File: config.mk
export PLATFORM = sky130hd
export DESIGN_NAME = add_serial_nbit
export DESIGN_NICKNAME = d
export VERILOG_FILES = /design/src/rtl/add_serial_pkg.sv /design/src/rtl/add_1bit.sv /design/src/rtl/add_serial_nbit.sv
export SDC_FILE = /design/constraint.sdc
export NUM_CORES = 1
export LEC_CHECK = 0
export ABC_AREA = 1
export CAP_MARGIN = 20
export CORE_ASPECT_RATIO = 1.25
export CORE_MARGIN = 5
export CORE_UTILIZATION = 51
export DETAILED_ROUTE_END_ITERATION = 7
export GPL_TIMING_DRIVEN = 0
export PLACE_DENSITY_LB_ADDON = 0.25
export SYNTH_ARGS = -nofsm -noshare
export SYNTH_HDL_FRONTEND = slang
export SYNTH_SLANG_ARGS = --single-unit
File: constraint.sdc
create_clock -name clk -period 1.72 [get_ports clk]
set_clock_uncertainty 0.1 [all_clocks]
set_input_delay 0.344 -clock clk [delete_from_list [all_inputs] [get_ports clk]]
set_output_delay 0.344 -clock clk [all_outputs]
set_load 0.03 [all_outputs]
File: src/rtl/add_serial_pkg.sv
// add_serial_pkg: state encodings and width helper shared by the serial adder.
package add_serial_pkg;
  typedef enum logic [1:0] {
    ST_IDLE = 2'd0,
    ST_RUN  = 2'd1,
    ST_DONE = 2'd2
  } state_t;
  function automatic int clog2(input int v);
    int w;
    w = 0;
    while ((1 << w) < v) w++;
    return w;
  endfunction
endpackage

File: src/rtl/add_1bit.sv
// add_1bit: single full-adder cell.
module add_1bit (
  input  logic a,
  input  logic b,
  input  logic ci,
  output logic s,
  output logic co
);
  assign s  = a ^ b ^ ci;
  assign co = (a & b) | (ci & (a ^ b));
endmodule

File: src/rtl/add_serial_nbit.sv
// add_serial_nbit: bit-serial n-bit adder, one bit per clock via add_1bit.
// Defining ADD_SERIAL_SUB_MODE_EN adds a ctrl port selecting x - y - ci.
module add_serial_nbit
  import add_serial_pkg::*;
#(
  parameter int n = 8
) (
  input  logic         clk,
  input  logic         rst,
  input  logic         start,
  output logic         busy,
  output logic         done,
  input  logic         ci,
  input  logic [n-1:0] x,
  input  logic [n-1:0] y,
`ifdef ADD_SERIAL_SUB_MODE_EN
  input  logic         ctrl,
`endif
  output logic [n-1:0] r,
  output logic         co
);
  localparam int cw = clog2(n);
  state_t state_q, state_d;
  logic [n-1:0] xs_q, xs_d, ys_q, ys_d, rs_q, rs_d, r_q, r_d;
  logic [cw-1:0] cnt_q, cnt_d;
  logic c_q, c_d, co_q, co_d, busy_q, busy_d, done_q, done_d;
  logic s, cout, sub, last;
`ifdef ADD_SERIAL_SUB_MODE_EN
  assign sub = ctrl;
`else
  assign sub = 1'b0;
`endif
  add_1bit u_fa (.a(xs_q[0]), .b(ys_q[0]), .ci(c_q), .s(s), .co(cout));
  assign last = cnt_q == cw'(n - 1);
  always_comb begin
    state_d = state_q;
    xs_d    = xs_q;
    ys_d    = ys_q;
    rs_d    = rs_q;
    r_d     = r_q;
    cnt_d   = cnt_q;
    c_d     = c_q;
    co_d    = co_q;
    busy_d  = busy_q;
    done_d  = 1'b0;
    if (state_q == ST_RUN) begin
      c_d   = cout;
      rs_d  = {s, rs_q[n-1:1]};
      xs_d  = xs_q >> 1;
      ys_d  = ys_q >> 1;
      cnt_d = cnt_q + 1'b1;
      if (last) begin
        r_d     = {s, rs_q[n-1:1]};
        co_d    = cout;
        done_d  = 1'b1;
        busy_d  = 1'b0;
        state_d = ST_DONE;
      end
    end else if (start) begin
      xs_d    = x;
      ys_d    = y ^ {n{sub}};
      c_d     = ci ^ sub;
      cnt_d   = '0;
      busy_d  = 1'b1;
      state_d = ST_RUN;
    end else begin
      state_d = ST_IDLE;
    end
  end
  always_ff @(posedge clk or posedge rst) begin
    if (rst) begin
      state_q <= ST_IDLE;
      xs_q    <= '0;
      ys_q    <= '0;
      rs_q    <= '0;
      r_q     <= '0;
      cnt_q   <= '0;
      c_q     <= 1'b0;
      co_q    <= 1'b0;
      busy_q  <= 1'b0;
      done_q  <= 1'b0;
    end else begin
      state_q <= state_d;
      xs_q    <= xs_d;
      ys_q    <= ys_d;
      rs_q    <= rs_d;
      r_q     <= r_d;
      cnt_q   <= cnt_d;
      c_q     <= c_d;
      co_q    <= co_d;
      busy_q  <= busy_d;
      done_q  <= done_d;
    end
  end
  assign busy = busy_q;
  assign done = done_q;
  assign r    = r_q;
  assign co   = co_q;
endmodule
# [Word-level counts from Yosys, hierarchy flattened]
# Index checks and enable logic that the tools add are counted.
[totals] word_cells=38 out_inout_bits=11 reg_bits=41 in_bits=20
[op_classes] n_reduce_logical=3 mux=16 bitwise=5 add_sub_neg=1 n_eq_ne=3
[op_table] cell="$mux W8" n=4
[op_table] cell="$mux W1" n=8
[op_table] cell="$mux W3" n=2
[op_table] cell="$mux W2" n=2
[op_table] cell="$reduce_and A2 Y1" n=2
[op_table] cell="$add A3 B1 Y3 const B" n=1
[op_table] cell="$eq A3 B3 Y1 const B" n=1
[op_table] cell="$and A1 B1 Y1" n=2
[op_table] cell="$eq A2 B1 Y1 const B" n=1
[op_table] cell="$ne A2 B2 Y1 const B" n=1
[op_table] cell="$reduce_bool A2 Y1" n=1
[op_table] cell="$xor A1 B1 Y1" n=2
[op_table] cell="$or A1 B1 Y1" n=1

# [Depth between registers and ports, before layout]
[depth] word_depth=4 ltp_mapped=7

# [By module]
# From an unflattened synthesis, not the netlist that was laid out.
[unflattened] cells_unflattened=192 area_unflattened_um2=1700.4
[by_module_without_submodules] mod="add_serial_nbit" n_inst=1 area_per_inst_um2=1680.4 cells_per_inst=191
[by_module_without_submodules] mod="add_1bit" n_inst=1 area_per_inst_um2=20.0 cells_per_inst=1

# [Least setup slack after synthesis]
# Ideal clock, no wire load.
[synth_timing] path_type="register to register" start="register cnt_q[0]" end="register r_q[7] (netlist: r[7])" path_stages_with_launch=8 t_arrival_ns=1.124 path_buffers=1 path_slack_ns=0.378 synth_period_minus_slack_ns=1.342 setup_ns=0.118 required_ns=1.502 cell_sequence="dfrtp_1 -> ha_1 -> ha_1 -> inv_1 -> nor2_2 -> buf_4 -> nand2_1 -> nand2_1"
[synth_via] elab_chain_len=2
[synth_lines] item="start, declared" line_no="add_serial_nbit.sv:25" rtl="logic [cw-1:0] cnt_q, cnt_d;"
[synth_lines] item="start signal, assigned" line_no="add_serial_nbit.sv:88" rtl="cnt_q <= cnt_d;"
[synth_lines] item="$eq A3 B3 Y1" line_no="add_serial_nbit.sv:34" rtl="assign last = cnt_q == cw'(n - 1);"
[synth_lines] item="$reduce_and A2 Y1 (no line)"
[synth_lines] item="end signal, assigned" line_no="add_serial_nbit.sv:87" rtl="r_q <= r_d;"
[synth_lines] item="end, declared" line_no="add_serial_nbit.sv:24" rtl="logic [n-1:0] xs_q, xs_d, ys_q, ys_d, rs_q, rs_d, r_q, r_d;"
# No other way between the ends.
# A chain may end at the register's enable or synchronous reset.

# [Worst setup path in the final report]
[layout_timing] start="register co_q (netlist: co)" end="output port co"
[layout_lines] item="start, declared" line_no="add_serial_nbit.sv:26" rtl="logic c_q, c_d, co_q, co_d, busy_q, busy_d, done_q, done_d;"
[layout_lines] item="start signal, assigned" line_no="add_serial_nbit.sv:90" rtl="co_q <= co_d;"
[layout_lines] item="end, declared" line_no="add_serial_nbit.sv:20" rtl="output logic co"
# No word-level cell between the ends.

==> metrics.yaml <==
yosys:
  yosysTopAreaCell: "dfrtp_1"
  netlist_area_mm2: 0.001699
  ys_ff_latch: 40
  ys_types: 15
  ys_seq_area_frac: 0.5891
  netlist_instances: 191
  synth_warnings: 0
  yosysTopAreaCellShare: 0.5891
  syn-num-nets: 214
  synth_area_per_cell_um2: 8.896
  synth_area_leaders: "dfrtp_1 (59%), nand2_1 (16%), nand3_1 (14%), buf_2 (2.1%), inv_1 (1.5%)"
run:
  cap_violations: 0
critical_path:
  crit_chain: "dlygate4sd2_1"
  worstSetupStartpointType: "flip-flop"
  cp_slowest_cell: "dlygate4sd2_1"
  cp_data_required_time_ps: 1280
  critPathKind: "reg -> out"
  slowest_delay_ps: 400
  crit_fanout: 2
  cpLargestDelayFamily: "buffers and inverters"
  end_kind: "primary output"
  cp.arrival_ps: 1030
  crit_buf_inv: 1
route:
  vias_per_cell: 5.136
  wl_per_cell_um: 12.36
  vias: 1361
  drc_errors: 0
  wl_um: 3275
  drtPass1Iterations: 4
  drt_iter0_markers: 76
  postRouteAntennaNets: 0
finish:
  postLayoutCellArea_mm2: 0.002110
  seqCellArea_mm2: 0.001001
  diodes: 0
  area_growth_pct: 24.15
  fin_nets: 251
  final_common_cell: "nand2_1"
  fin_util: 0.6545
  layoutNonFillerInstCount: 265
  num-fill-cells: 284
  layout_common_cells: "nand2_1 (73), nand3_1 (47), dfrtp_1 (40)"
  drive_gt1_frac: 0.09649
  multiInputGateArea_um2: 610.6
place:
  gp_congestion: 0.8084
  place_area_mm2: 0.002046
  port_buffers: 30
  dp_hpwl_um: 2294
  pre_cts_ws_ps: 83.71
  dp_cells: 258
clock_tree:
  clock_path_buffers: 2
  hold_buffers: 0
  clkSlewWorstSetupHoldPaths_ps: 70
  clk_latency_ps: 280
  cts-htree-levels: 2
  root_buffer: "clkbuf_8"
  cts_resized: 11
  numCtsBuffers: 5
  numClockSinks: 40
  cts_setup_buffers: 0
  cts_tree: "done"
sta:
  setup_viol: 0
  tightestPinTransition_ps: 809.4
  min_period_over_period: 0.8552
  fin_hold_ws_ps: 363.5
  slew_headroom: 0.4596
  setup_ws_ps: 249.1
  period_minus_slack_ps: 1471
  finalHoldViolations: 0
  rsz0062_at_grt: "no"
  slew_viol_final: 0
  tns_ps: 0
  timing.fmax_mhz: 679.9
grt:
  met1_usage: 0.2195
  met2_usage: 0.2724
  grt_usage: 0.1680
  grtUsageMet3: 0.05208
  grt_first_pass_wirelength_um: 5720
  grt_max_degree: 41
  grt_remaining_overflow: 0
  grt_pass1_vias: 1310
  top_usage_layer: "met2"
  antenna_found_initial: 0
die:
  core.rowCount: 23
  die_w_um: 61.63
  ios: 31
  core_area_mm2: 0.003223
  die_h_um: 74.54
  start_util: 0.5272
  die_area_mm2: 0.004593
outcome:
  status: "finished, final reports clean"
pwr:
  power.density_mw_per_mm2: 1603
  p_leak_nw: 1.112
  power_mw: 3.382
  ir_drop_uv: 976.1
worst_hold_path:
  hold_path_class: "reg -> reg"
## worst paths after layout
kind	start	endpoint	slack [ps]	depth (start not counted)
worst min register to register	r[4]$_DFFE_PP0P_	r[4]$_DFFE_PP0P_	360	2
worst max register to register	cnt_q[0]$_DFFE_PP0P_	r[2]$_DFFE_PP0P_	280	7
worst min-delay path	r[4]$_DFFE_PP0P_	r[4]$_DFFE_PP0P_	360	2
min in group asynchronous	rst	xs_q[0]$_DFFE_PP0P_	430	2
worst max-delay path	co$_DFFE_PP0P_	co	250	1
max in group asynchronous	rst	xs_q[7]$_DFFE_PP0P_	570	2
## power by group
group | switching (mW) | internal (mW) | total, mW | leakage [nW]
Combinational | 0.833 | 0.487 | 1.32 | 0.556
Sequential | 0.196 | 1.30 | 1.50 | 0.514
Clock | 0.290 | 0.275 | 0.565 | 0.0410
Total | 1.32 | 2.06 | 3.38 | 1.11
## sequential cells by signal, indices dropped and copies added, names as in the netlist
name     flops
c_q          1
xs_q         8
co           1
state_q      2
ys_q         8
done         1
busy         1
r            8
rs_q         7
cnt_q        3
## kinds of logic (layout without fill, tap and decap cells)
family / after synthesis / in the layout / synth area share
DFF: 40 / 40 / 0.5891
AOI/OAI and AO/OA: 3 / 3 / 0.008834
and+or+nand+nor: 127 / 127 / 0.3240
adders and majority gates: 3 / 3 / 0.02651
buffers and inverters: 18 / 55 / 0.05154
## layout make-up
type,count,area share
plain buffers,10,0.02728
clock buffers,6,0.03440
clock inverters,1,0.002372
inverters,8,0.01423
multi-input cells,133,0.2894
flip-flops and latches,40,0.4745
well taps,37,0.02195
repair buffers,30,0.1358
## routing by layer
metal	up-vias	share of wire
li1	687	-
met1	634	0.46
met2	36	0.48
met3	4	0.056
met4	0	0.0067
met5	-	0
## Yosys cell counts
master and number:
a21oi_1 1, buf_2 7, buf_4 3, dfrtp_1 40, fa_1 1, ha_1 2
inv_1 7, inv_2 1, nand2_1 73, nand2_2 2, nand3_1 47, nor2_1 3
nor2_2 1, nor2_4 1, o21ai_0 2
## tightest hold or removal path, delay by kind of cell, from the launching register on
family        cells  cell delay [ps]
simple gates      2               90
flops             1              340
No activity file was read; power rests on OpenSTA's default activity.
